$ cat src/rtl/audio_bram_arbiter.sv
// ============================================================================
// Module   : audio_bram_arbiter
// Purpose  : Arbitrates playback reads and host accesses onto a single BRAM
//            port with bounded host starvation. Optional ARB_STATS_EN adds
//            grant statistics counters.
// Revision : 1.0 - initial release
// ============================================================================
`default_nettype none

module audio_bram_arbiter #(
    parameter int MEM_WORDS    = 30000,
    parameter int STARVE_LIMIT = 8
) (
    input  logic        clk,
    input  logic        rst,
    input  logic        pb_req,
    input  logic [31:0] pb_addr,
    output logic        pb_gnt,
    output logic        pb_rvalid,
    output logic [31:0] pb_rdata,
    input  logic        host_req,
    input  logic        host_we,
    input  logic [31:0] host_addr,
    input  logic [31:0] host_wdata,
    output logic        host_gnt,
    output logic        host_rvalid,
    output logic [31:0] host_rdata,
    output logic        host_err,
    output logic [31:0] bram_addr,
    output logic        bram_en,
    output logic [3:0]  bram_we,
    output logic [31:0] bram_din,
    input  logic [31:0] bram_dout
`ifdef ARB_STATS_EN
    ,
    output logic [15:0] stat_pb_cnt,
    output logic [15:0] stat_host_cnt,
    output logic [15:0] stat_force_cnt
`endif
);

    localparam int                    c_starve_w   = $clog2(STARVE_LIMIT + 1);
    localparam logic [31:0]           c_mem_words  = 32'(MEM_WORDS);
    localparam logic [c_starve_w-1:0] c_starve_max = c_starve_w'(STARVE_LIMIT);
    localparam logic [c_starve_w-1:0] c_starve_one = c_starve_w'(1);

    typedef enum logic [1:0] {
        IDLE     = 2'd0,
        PB_ACC   = 2'd1,
        HOST_ACC = 2'd2
    } state_t;

    state_t                  r_state;
    state_t                  w_state_nxt;
    logic [29:0]             r_addr;
    logic [29:0]             w_addr_nxt;
    logic                    r_we;
    logic                    w_we_nxt;
    logic [31:0]             r_wdata;
    logic [31:0]             w_wdata_nxt;
    logic [c_starve_w-1:0]   r_starve;
    logic [c_starve_w-1:0]   w_starve_nxt;
    logic                    w_host_ok;
    logic                    w_host_bad;
    logic                    w_starved;
    logic                    w_force;
    logic                    r_pb_rvalid;
    logic                    r_host_rvalid;
    logic                    r_host_err;
    logic [31:0]             r_pb_hold;
    logic [31:0]             r_host_hold;

    always_comb begin
        w_host_ok    = host_req && (host_addr < c_mem_words);
        w_host_bad   = host_req && !(host_addr < c_mem_words);
        w_starved    = (r_starve == c_starve_max);
        w_force      = pb_req && w_host_ok && w_starved;
        w_state_nxt  = IDLE;
        w_addr_nxt   = r_addr;
        w_we_nxt     = 1'b0;
        w_wdata_nxt  = r_wdata;
        w_starve_nxt = r_starve;

        if (w_force || (w_host_ok && !pb_req)) begin
            w_state_nxt = HOST_ACC;
            w_addr_nxt  = host_addr[29:0];
            w_we_nxt    = host_we;
            w_wdata_nxt = host_wdata;
        end else if (pb_req) begin
            w_state_nxt = PB_ACC;
            // Out-of-range playback indices wrap to the start of the buffer.
            w_addr_nxt  = (pb_addr < c_mem_words) ? pb_addr[29:0] : 30'd0;
        end

        if (!w_host_ok || (w_state_nxt == HOST_ACC)) begin
            w_starve_nxt = '0;
        end else if (!w_starved) begin
            w_starve_nxt = r_starve + c_starve_one;
        end
    end

    always_ff @(posedge clk) begin
        if (rst) begin
            r_state       <= IDLE;
            r_addr        <= '0;
            r_we          <= 1'b0;
            r_wdata       <= '0;
            r_starve      <= '0;
            r_pb_rvalid   <= 1'b0;
            r_host_rvalid <= 1'b0;
            r_host_err    <= 1'b0;
            r_pb_hold     <= '0;
            r_host_hold   <= '0;
        end else begin
            r_state       <= w_state_nxt;
            r_addr        <= w_addr_nxt;
            r_we          <= w_we_nxt;
            r_wdata       <= w_wdata_nxt;
            r_starve      <= w_starve_nxt;
            r_pb_rvalid   <= (r_state == PB_ACC);
            r_host_rvalid <= (r_state == HOST_ACC) && !r_we;
            r_host_err    <= w_host_bad;
            if (r_pb_rvalid) begin
                r_pb_hold <= bram_dout;
            end
            if (r_host_rvalid) begin
                r_host_hold <= bram_dout;
            end
        end
    end

    // Read data is passed straight through on the rvalid cycle, then held.
    assign pb_gnt      = (r_state == PB_ACC);
    assign host_gnt    = (r_state == HOST_ACC);
    assign bram_en     = (r_state != IDLE);
    assign bram_addr   = bram_en ? {r_addr, 2'b00} : 32'd0;
    assign bram_we     = (host_gnt && r_we) ? 4'hF : 4'h0;
    assign bram_din    = (host_gnt && r_we) ? r_wdata : 32'd0;
    assign pb_rvalid   = r_pb_rvalid;
    assign host_rvalid = r_host_rvalid;
    assign pb_rdata    = r_pb_rvalid ? bram_dout : r_pb_hold;
    assign host_rdata  = r_host_rvalid ? bram_dout : r_host_hold;
    assign host_err    = r_host_err;

`ifdef ARB_STATS_EN
    logic        r_forced;
    logic [15:0] r_stat_pb;
    logic [15:0] r_stat_host;
    logic [15:0] r_stat_force;

    always_ff @(posedge clk) begin
        if (rst) begin
            r_forced     <= 1'b0;
            r_stat_pb    <= '0;
            r_stat_host  <= '0;
            r_stat_force <= '0;
        end else begin
            r_forced <= w_force;
            if (pb_gnt) begin
                r_stat_pb <= r_stat_pb + 16'd1;
            end
            if (host_gnt) begin
                r_stat_host <= r_stat_host + 16'd1;
            end
            if (host_gnt && r_forced) begin
                r_stat_force <= r_stat_force + 16'd1;
            end
        end
    end

    assign stat_pb_cnt    = r_stat_pb;
    assign stat_host_cnt  = r_stat_host;
    assign stat_force_cnt = r_stat_force;
`endif

endmodule

`default_nettype wire
$ cat config.mk
export PLATFORM = sky130hd
export DESIGN_NAME = audio_bram_arbiter
export DESIGN_NICKNAME = d
export VERILOG_FILES = /design/src/rtl/audio_bram_arbiter.sv
export SDC_FILE = /design/constraint.sdc
export NUM_CORES = 1
export LEC_CHECK = 0
export CAP_MARGIN = 0
export CORE_ASPECT_RATIO = 1.25
export CORE_MARGIN = 2
export CORE_UTILIZATION = 41
export DETAILED_ROUTE_END_ITERATION = 12
export PLACE_DENSITY = 0.8
export SYNTH_ARGS = -nofsm -noshare
export SYNTH_HDL_FRONTEND = slang
export SYNTH_SLANG_ARGS = --single-unit
$ cat constraint.sdc
create_clock -name clk -period 2.08 [get_ports clk]
set_clock_uncertainty 0.1 [all_clocks]
set_input_delay 0.416 -clock clk [delete_from_list [all_inputs] [get_ports clk]]
set_output_delay 0.416 -clock clk [all_outputs]
set_load 0.01 [all_outputs]
==> Yosys cells after proc, flatten, opt, wreduce, memory -nomap -nowiden <==
Index checks and enable logic that the tools add are counted.
{ "word_totals": {"regBits": 136, "in_bits": 133, "output_inout_bits": 138, "wordCells": 45} }
{ "op_classes": {"addsub": 1, "n_lt_le_gt_ge": 2, "eq_ne": 4, "muxes": 10, "bitwise": 1, "reduce_logical": 17} }
{ "ops": {"columns": ["cell", "n"], "rows": [
  ["32-bit 2-to-1 mux", 4],
  ["30-bit 2-to-1 mux", 3],
  ["32-bit by 15-bit < comparator with 1-bit output, second input constant", 2],
  ["1-bit logical AND", 7],
  ["4-bit by 1-bit adder with 4-bit output, second input constant", 1],
  ["2-bit == test, second input constant", 2],
  ["4-bit == test, second input constant", 1],
  ["1-bit zero test", 4],
  ["4-bit 2-to-1 mux", 1],
  ["2-bit nonzero test", 2],
  ["2-bit OR reduction", 2],
  ["2-bit by 1-bit == test with 1-bit output, second input constant", 1],
  ["1-bit logical OR", 2],
  ["2-bit 2-to-1 mux", 1],
  ["1-bit 2-to-1 mux", 1],
  ["1-bit inverter", 1]
]} }

==> Longest topological paths before layout <==
Gate-level depths: netlist of the first run.
{ "depth": {"ltp_word": 9, "mapped_depth": 9, "ltp_nobuf": 7} }

==> Worst setup path after synthesis of the first run <==
Ideal clock, no wire load.
{ "synth_timing": {"path_type": "input to register", "startpoint": "in host_addr[28]", "endpoint": "reg r_addr[4]", "setup_time_ns": 0.133, "arrival_ns": 1.726, "required_time_ns": 1.847, "path_slack_ns": 0.121, "path_stages": 7, "path_buffers": 2, "cell_sequence": "nor4_1 > o211ai_1 > o31a_1 > buf_2 > buf_2 > a22oi_1 > a21oi_1"} }
{ "synth_via": {"elab_chain_len": 6, "word_cells_on_any_way": 8, "cone_classes": "order compare: 1; mux: 1; reduce/logical: 6"} }
{ "synth_rtl": {"columns": ["item", "line", "rtl"], "rows": [
  ["from (decl)", "23", "input logic [31:0] host_addr,"],
  ["32-bit by 15-bit < comparator with 1-bit output *", "74", "w_host_ok = host_req && (host_addr < c_mem_words);"],
  ["1-bit logical AND *", "74", null],
  ["1-bit logical AND (2 in series)", "77", "w_force = pb_req && w_host_ok && w_starved;"],
  ["1-bit logical OR *", "84", "if (w_force || (w_host_ok && !pb_req)) begin"],
  ["30-bit 2-to-1 mux or 2-bit nonzero test (tied branches)", null, null],
  ["to (signal assigned)", "116", "r_addr <= w_addr_nxt;"],
  ["to (decl)", "55", "logic [29:0] r_addr;"]
]} }
Mark *: on every way between the ends. The rest lies on a longest branch, timed or not.
A chain may end at the register's enable or synchronous reset.

==> Worst setup path in the final report of the first run <==
{ "layout_timing": {"startpoint": "reg r_host_rvalid, in the netlist host_rvalid", "endpoint": "out host_rdata[20]"} }
{ "layout_via": {"elab_chain_len": 1} }
{ "layout_rtl": {"columns": ["item", "line", "rtl"], "rows": [
  ["from (decl)", "68", "logic r_host_rvalid;"],
  ["from (signal assigned)", "121", "r_host_rvalid <= (r_state == HOST_ACC) && !r_we;"],
  ["32-bit 2-to-1 mux", null, null],
  ["to (decl)", "27", "output logic [31:0] host_rdata,"]
]} }
No other way between the ends.

==> metrics.log, run 1 <==
INFO  metric drtAntennaViolNets = 0
INFO  metric yosysSeqAreaShare = 0.4744
INFO  metric wl_per_cell = 18.65 um
INFO  metric timing.critical_path.slowest_cell_delay = 360 ps
INFO  metric timing.final.crit_share = 1.016
INFO  metric maxCapViolCount = 0
INFO  metric track_usage = 0.2469
INFO  metric timing.critical_path.required = 1560 ps
INFO  metric clock_path_buffers = 2
INFO  metric drive_gt1_frac = 0.3446
INFO  metric floorplan.die_area = 14,970 um^2
INFO  metric clock-sinks = 136
INFO  metric coreArea = 13,750 um^2
INFO  metric end_kind = output pin
INFO  metric grt_overflow = 0
INFO  metric dominant_combinational_cell_family_by_area_after_synthesis = simple AND/OR/NAND/NOR gates
INFO  metric final.min_clock_period = 2113 ps
INFO  metric cts_root_buffer = sky130_fd_sc_hd__clkbuf_16
INFO  metric synth.ff_latch_count = 136
INFO  metric fp.dieH = 136.3 um
INFO  metric grt_setup_unrepaired = yes
INFO  metric maximum_number_of_pins_on_one_net_before_global_route_repair = 67
INFO  metric synth-compound-area-share = 0.05341
INFO  metric route.vias.total = 5,417
INFO  metric grt_pass1_vias = 5,612
INFO  metric critical_path.slowest_cell = sky130_fd_sc_hd__dfxtp_4
INFO  metric finish.utilization = 0.7283
INFO  metric ctsHtreeMaxLevel = 4
INFO  metric final.fill_count = 1,004
INFO  metric switching_power = 1375 uW
INFO  metric distinct_cells_synth = 44
INFO  metric power.share.sequential = 0.430
INFO  metric drv_slew = 0
INFO  metric ir_worst_vdd = 608.4 uV
INFO  metric critPathKind = reg2out
INFO  metric start_util = 0.4173
INFO  metric crit_buf_inv = 4
INFO  metric tritoncts = done
INFO  metric cp_top_family = buffers and inverters
INFO  metric portBuffers = 268
INFO  metric drtIter0Drc = 216
INFO  metric timing.critical_path.arrival = 1600 ps
INFO  metric commonest_non_fill_non_tap_cell_in_the_layout = sky130_fd_sc_hd__dfxtp_1
INFO  metric rows = 48
INFO  metric fin_worst_setup_slack = -33.12 ps
INFO  metric count_of_boundary_i_o_pins = 271
INFO  metric placed_cells = 1,004
INFO  metric fmax = 473.2 MHz
INFO  metric post_synth.cell_area_avg = 10.12 um^2
INFO  metric pre_cts_slack = -452.4 ps
INFO  metric most_used_flip_flop_cell_after_synthesis = sky130_fd_sc_hd__dfxtp_1
INFO  metric timing.critical_path.from_type = flip-flop
INFO  metric yosys.area_share.simple = 0.2374
INFO  metric route.detailed.drc = 0
INFO  metric fin_nets = 1,014
INFO  metric clockPowerShare = 0.467
INFO  metric path_max_fanout = 6
INFO  metric vias_per_cell = 5.082
INFO  metric cts_made_buffers = 17
INFO  metric p_per_area = 613.6 nW/um^2
INFO  metric hold_viol_final = 0
INFO  metric route.final.wire_length = 19.88 mm
INFO  metric syn_to_final_growth = 74.54%
INFO  metric final-instance-count-excl-fill = 1,066
INFO  metric gpl.final_weighted_congestion = 0.8598
INFO  metric finalSetupViolations = 8
INFO  metric yosys_warnings = 0
INFO  metric synthArstFlopShare = 0
INFO  metric synth-xor-area-share = 0.003052
INFO  metric grt_antenna_before_repair = 0
INFO  metric internal_power = 4771 uW
INFO  metric critical_path.startpoint = host_rvalid
INFO  metric status = complete, but fails checks
INFO  metric place_hpwl = 12.37 mm
INFO  metric worstReg2RegStart = r_starve[0]
INFO  metric clk_pin_slew_worst_paths = 60 ps
INFO  metric critical_path_cell_by_cell = buf_12, buf_12, buf_6, mux2_4, buf_6
INFO  metric layout_common_cells = 132 x sky130_fd_sc_hd__dfxtp_1, 119 x sky130_fd_sc_hd__clkdlybuf4s50_1, 81 x sky130_fd_sc_hd__and2_1
INFO  metric first_pass_grt_wire_length = 28.01 mm
INFO  metric synth_instances = 567
INFO  metric combined_area_of_all_synthesized_cells = 5739 um^2
INFO  metric failed_checks = negative setup slack
INFO  metric detail_route.first_pass.iterations = 4
INFO  metric diodes = 0
INFO  metric muxShareOfSynthArea = 0.1814
INFO  metric floorplan.die.width = 109.8 um
INFO  metric worst_skew_pair.late_latency = 410 ps
INFO  metric synth_enable_flop_cells = 0
INFO  metric fin_hold_ws = 210.7 ps
INFO  metric combPwrFrac = 0.103
INFO  metric min_delay_path_class = in2reg
INFO  metric hold_buffers = 0
INFO  metric leakage_power = 0.004473 uW
INFO  metric synthAdderAreaFrac = 0.004360
INFO  metric hold_path.startpoint = rst
INFO  metric power.switching_fraction = 0.2237
area by class of cell:
type	count	area [um^2]	area share
Clock inverter	13	131.4	0.01312
Sequential cell	136	2733	0.2728
Tap cell	175	219.0	0.02186
Clock buffer	18	429.2	0.04284
Timing Repair Buffer	336	3339	0.3334
Inverter	13	48.80	0.004871
Multi-Input combinational cell	375	3117	0.3111
cells by family (layout without fill, tap and decap cells):
logic type	after synthesis	after routing
compound gates	41	41
flops	136	136
other cells	1	2
xor+xnor	2	2
fa+ha+maj	2	2
buf+inv	57	380
mux	96	96
simple gates	232	232
stage by stage:
stage	area, um^2	power [uW]	setup TNS, ps
final	10020	6146	-160.8
after global routing	10020	6374	-1079
after CTS	9552	6158	-1568
after detailed placement	8811	3279	-26880
after global placement	8811	3263	-23750
after floorplan	5743	2860	0
final timing paths:
kind	to	cells past startpoint	slack, ps
worst max-delay path	host_rdata[20]	5	-30
worst min-delay path	r_addr[1]	2	210
worst max register to register	r_wdata[7]	8	20
worst min register to register	r_addr[22]	1	350
power groups by stage:
stage | Combinational, uW | Sequential (uW) | Clock (uW)
floorplan | 165 | 2700 | 0
global placement | 567 | 2700 | 0
detailed placement | 581 | 2700 | 0
CTS | 589 | 2640 | 2930
global route | 671 | 2640 | 3060
finish | 634 | 2640 | 2870
flip-flops by register name, indices dropped and copies added, names as in the netlist:
register,cells
host_err,1
r_pb_hold,32
r_state,2
r_wdata,32
r_addr,30
r_we,1
r_starve,4
host_rvalid,1
pb_rvalid,1
r_host_hold,32
cell usage after synthesis (2+ instances only):
cell	number	area (um^2)
sky130_fd_sc_hd__clkbuf_1	25	93.84
sky130_fd_sc_hd__nand2_1	6	22.52
sky130_fd_sc_hd__buf_4	7	52.55
sky130_fd_sc_hd__a211oi_1	2	15.01
sky130_fd_sc_hd__buf_1	6	22.52
sky130_fd_sc_hd__o311ai_0	2	17.52
sky130_fd_sc_hd__nand4_1	2	12.51
sky130_fd_sc_hd__inv_1	12	45.04
sky130_fd_sc_hd__nor2b_1	28	175.2
sky130_fd_sc_hd__dfxtp_1	136	2723
sky130_fd_sc_hd__and3_1	36	225.2
sky130_fd_sc_hd__buf_2	4	20.02
sky130_fd_sc_hd__nand4b_4	2	47.55
sky130_fd_sc_hd__nand3_1	14	70.07
sky130_fd_sc_hd__a22oi_1	9	67.56
sky130_fd_sc_hd__a221oi_1	3	26.28
sky130_fd_sc_hd__nor2_1	45	168.9
sky130_fd_sc_hd__nor3_1	3	15.01
sky130_fd_sc_hd__nor4_1	6	37.54
sky130_fd_sc_hd__buf_6	2	22.52
sky130_fd_sc_hd__nand4b_1	3	26.28
sky130_fd_sc_hd__a21oi_1	16	80.08
sky130_fd_sc_hd__ha_1	2	25.02
sky130_fd_sc_hd__mux2_2	64	720.7
sky130_fd_sc_hd__mux2i_1	32	320.3
sky130_fd_sc_hd__and2_1	82	513.0
timing repair:
item / in CTS / in global routing
setup endpoints to repair: 138 / 144
setup buffers: 22 / 5
resized for setup: 503 / 113
pin swaps: 9 / 6
gates cloned: 6 / 4
per-layer routing:
metal,wire [um],track usage,vias up
met2,10620,0.4601,253
li1,-,-,2553
met3,1635,0.09300,41
met4,595,0.09283,0
met5,0,0,-
met1,7036,0.2420,2570
Power figures use the tool's default switching activity.
==> run 2: changes to the inputs <==
--- a/config.mk
+++ b/config.mk
@@ -10,6 +10,7 @@
 export CORE_MARGIN = 2
 export CORE_UTILIZATION = 41
 export DETAILED_ROUTE_END_ITERATION = 12
+export HOLD_SLACK_MARGIN = 0.03
 export PLACE_DENSITY = 0.8
 export SYNTH_ARGS = -nofsm -noshare
 export SYNTH_HDL_FRONTEND = slang
==> constraint.sdc (replaced) <==
create_clock -name clk -period 2.1 [get_ports clk]
set_clock_uncertainty 0.1 [all_clocks]
set_input_delay 0.42 -clock clk [delete_from_list [all_inputs] [get_ports clk]]
set_output_delay 0.42 -clock clk [all_outputs]
set_load 0.01 [all_outputs]
==> run 2 against run 1 <==
The flow still finishes with violations (negative setup slack). Clock-buffer cell count increased by 1. Routed wire length decreased by 4.5%. Sequential power about the same. Global-route usage decreased by 0.47 points. Critical path depth increased by 3. First-iteration DRC count increased by 1.9%. Via count decreased by 1.8%. Register-to-register slack improved by 110 ps. Setup slack improved by 8.3 ps. Die area unchanged. Design area decreased by 2.7%. Largest cell class unchanged.
==> metrics.log, run 2 (synthesis gave the netlist of run 1 again) <==
INFO  metric status = complete, but fails checks (unchanged)
INFO  metric failed_checks = negative setup slack (unchanged)
INFO  metric timing.critical_path.arrival = 2290 ps (was 1600 ps)
INFO  metric fmax = 470.6 MHz
INFO  metric place_area = 8811 um^2 (unchanged)
INFO  metric count_of_boundary_i_o_pins = 271 (unchanged)
INFO  metric fp.dieH = 136.3 um (unchanged)
INFO  metric fin_worst_setup_slack = -24.87 ps (was -33.12 ps)
INFO  metric clock-sinks = 136 (unchanged)
INFO  metric portBuffers = 268 (unchanged)
INFO  metric wl_per_cell = 17.90 um (was 18.65 um)
INFO  metric maxCapViolCount = 0 (unchanged)
INFO  metric finish.utilization = 0.7086 (was 0.7283)
INFO  metric maximum_number_of_pins_on_one_net_before_global_route_repair = 67 (unchanged)
INFO  metric hold_viol_final = 0 (unchanged)
INFO  metric end_kind = flip-flop (was output pin)
INFO  metric fin_tns_setup = -42.66 ps (was -160.8 ps)
INFO  metric final.fill_count = 1,034 (was 1,004)
INFO  metric timing.critical_path.required = 2270 ps (was 1560 ps)
INFO  metric detail_route.first_pass.iterations = 4 (unchanged)
INFO  metric cts_made_buffers = 17 (unchanged)
INFO  metric route.detailed.drc = 0 (unchanged)
INFO  metric rows = 48 (unchanged)
INFO  metric route.vias.total = 5,320 (was 5,417)
INFO  metric hold_path.startpoint = rst (unchanged)
INFO  metric post-layout-total-power = 6014 uW (was 6146 uW)
INFO  metric grt_setup_unrepaired = yes (unchanged)
INFO  metric coreArea = 13,750 um^2 (unchanged)
INFO  metric leakage_power = 0.004309 uW (was 0.004473 uW)
INFO  metric floorplan.die_area = 14,970 um^2 (unchanged)
INFO  metric min_delay_path_class = in2reg (unchanged)
INFO  metric critical_path_cell_by_cell = clkdlybuf4s50_1, nor4_2, buf_4, and3_4, and4_4, buf_12, mux2i_1, nor2_1 (was buf_12, buf_12, buf_6, mux2_4, buf_6)
INFO  metric commonest_non_fill_non_tap_cell_in_the_layout = sky130_fd_sc_hd__dfxtp_1 (unchanged)
INFO  metric worst_skew_pair.late_latency = 400 ps (was 410 ps)
INFO  metric finalSetupViolations = 7 (was 8)
INFO  metric syn_to_final_growth = 69.81% (was 74.54%)
INFO  metric floorplan.die.width = 109.8 um (unchanged)
INFO  metric ir_worst_vdd = 476.6 uV (was 608.4 uV)
INFO  metric critical_path.slowest_cell = sky130_fd_sc_hd__clkdlybuf4s50_1 (was sky130_fd_sc_hd__dfxtp_4)
INFO  metric grt_antenna_before_repair = 0 (unchanged)
INFO  metric cts_root_buffer = sky130_fd_sc_hd__clkbuf_16 (unchanged)
INFO  metric design_area = 9746 um^2 (was 10,020 um^2)
INFO  metric place_hpwl = 12.17 mm (was 12.37 mm)
INFO  metric tritoncts = done (unchanged)
INFO  metric pre_cts_slack = -446.0 ps (was -452.4 ps)
INFO  metric track_usage = 0.2422 (was 0.2469)
INFO  metric clk_pin_slew_worst_paths = 60 ps (about the same)
INFO  metric drtIter0Drc = 220 (was 216)
INFO  metric path_max_fanout = 8 (was 6)
INFO  metric layout_common_cells = 132 x sky130_fd_sc_hd__dfxtp_1, 126 x sky130_fd_sc_hd__clkdlybuf4s50_1, 81 x sky130_fd_sc_hd__and2_1 (was 132 x sky130_fd_sc_hd__dfxtp_1, 119 x sky130_fd_sc_hd__clkdlybuf4s50_1, 81 x sky130_fd_sc_hd__and2_1)
INFO  metric timing.critical_path.from_type = primary input (was flip-flop)
INFO  metric diodes = 0 (unchanged)
INFO  metric clock_path_buffers = 2 (unchanged)
INFO  metric critical_path.startpoint = host_addr[18] (was host_rvalid)
INFO  metric timing.critical_path.slowest_cell_delay = 420 ps (was 360 ps)
INFO  metric grt_pass1_vias = 5,465 (was 5,612)
INFO  metric route.final.wire_length = 19.00 mm (was 19.88 mm)
INFO  metric gpl.final_weighted_congestion = 0.8601 (was 0.8598)
INFO  metric p_per_area = 617.1 nW/um^2 (was 613.6 nW/um^2)
INFO  metric final.min_clock_period = 2125 ps
INFO  metric drive_gt1_frac = 0.3205 (was 0.3446)
INFO  metric fin_nets = 1,008 (was 1,014)
INFO  metric drtAntennaViolNets = 0 (unchanged)
INFO  metric start_util = 0.4173 (unchanged)
INFO  metric vias_per_cell = 5.014 (was 5.082)
INFO  metric drv_slew = 0 (unchanged)
INFO  metric ctsHtreeMaxLevel = 4 (unchanged)
INFO  metric timing.final.crit_share = 1.012
INFO  metric largest_registers_in_the_final_layout = r_host_hold (32), r_pb_hold (32), r_wdata (32) (unchanged)
INFO  metric first_pass_grt_wire_length = 27.59 mm (was 28.01 mm)
INFO  metric critPathKind = in2reg (was reg2out)
INFO  metric grt_overflow = 0 (unchanged)
INFO  metric worstReg2RegStart = r_starve[0] (unchanged)
[run 2: cell count changes in the layout (fill, tap and decap cells not counted), sizes merged]
cell / before / now
buf: 159 / 150
bufinv: 2 / 1
clkbuf: 23 / 26
clkdlybuf4s15: 5 / 22
clkdlybuf4s50: 119 / 126
clkinv: 6 / 4
clkinvlp: 5 / 6
dlygate4sd2: 36 / 19
dlymetal6s2s: 12 / 6
inv: 13 / 15
[run 2: through the flow]
step	hold slack, ps	cells
2_1_floorplan	321.4	568
3_3_place_gp	337.9	1004
3_5_place_dp	340.7	1004
4_1_cts	205.8	1058
5_1_grt	234.9	1061
6_report	233.5	1061
[run 2: path summary, 6_finish.rpt]
kind                     end  slack (ps)  cells after the start
setup / recovery  r_wdata[7]         -20                      8
hold / removal     r_addr[2]         230                      2
setup reg to reg  r_wdata[7]         130                      8
hold reg to reg   r_addr[16]         350                      1
[run 2: critical path, delay by kind of cell]
family | cells | cell delay (ps)
buffers and inverters | 3 | 760
muxes | 1 | 210
and+or+nand+nor | 4 | 890
[run 2: area by class of cell]
type,count,area (um^2),area share
clock buffer,19,432.9,0.04442
clock inverter,13,123.9,0.01271
inverter,13,48.80,0.005007
multi-input combinational,375,2990,0.3068
sequential,136,2733,0.2804
tap,175,219.0,0.02247
timing repair buffer,330,3198,0.3282
[run 2: what timing repair did]
| action | in CTS | in global routing |
|---|---|---|
| buffers inserted | 13 | 4 |
| resized for setup | 456 | 101 |
| endpoints found under the setup margin | 135 | 84 |
| hold buffers | 0 | 0 |
| pin swaps | 1 | 6 |
| cloned | 9 | 2 |
[run 2: report_power, final]
part / internal, uW / switching (uW)
logic: 382 / 227
registers: 2610 / 11.4
clock network: 1640 / 1150
[run 2: layer usage]
| metal | vias up | GRT usage | wire, um |
|---|---|---|---|
| li1 | 2545 | - | - |
| met1 | 2538 | 0.2429 | 6848 |
| met2 | 214 | 0.4683 | 10350 |
| met3 | 23 | 0.07574 | 1552 |
| met4 | 0 | 0.06610 | 241 |
| met5 | - | 0 | 0 |
==> run 3: changes to the inputs <==
--- a/config.mk
+++ b/config.mk
@@ -9,6 +9,7 @@
 export CORE_ASPECT_RATIO = 1.25
 export CORE_MARGIN = 2
 export CORE_UTILIZATION = 41
+export CTS_CLUSTER_SIZE = 8
 export DETAILED_ROUTE_END_ITERATION = 12
 export HOLD_SLACK_MARGIN = 0.03
 export PLACE_DENSITY = 0.8
==> results of run 3 <==
Final layout, timing and power as in run 2 (identical DEF).
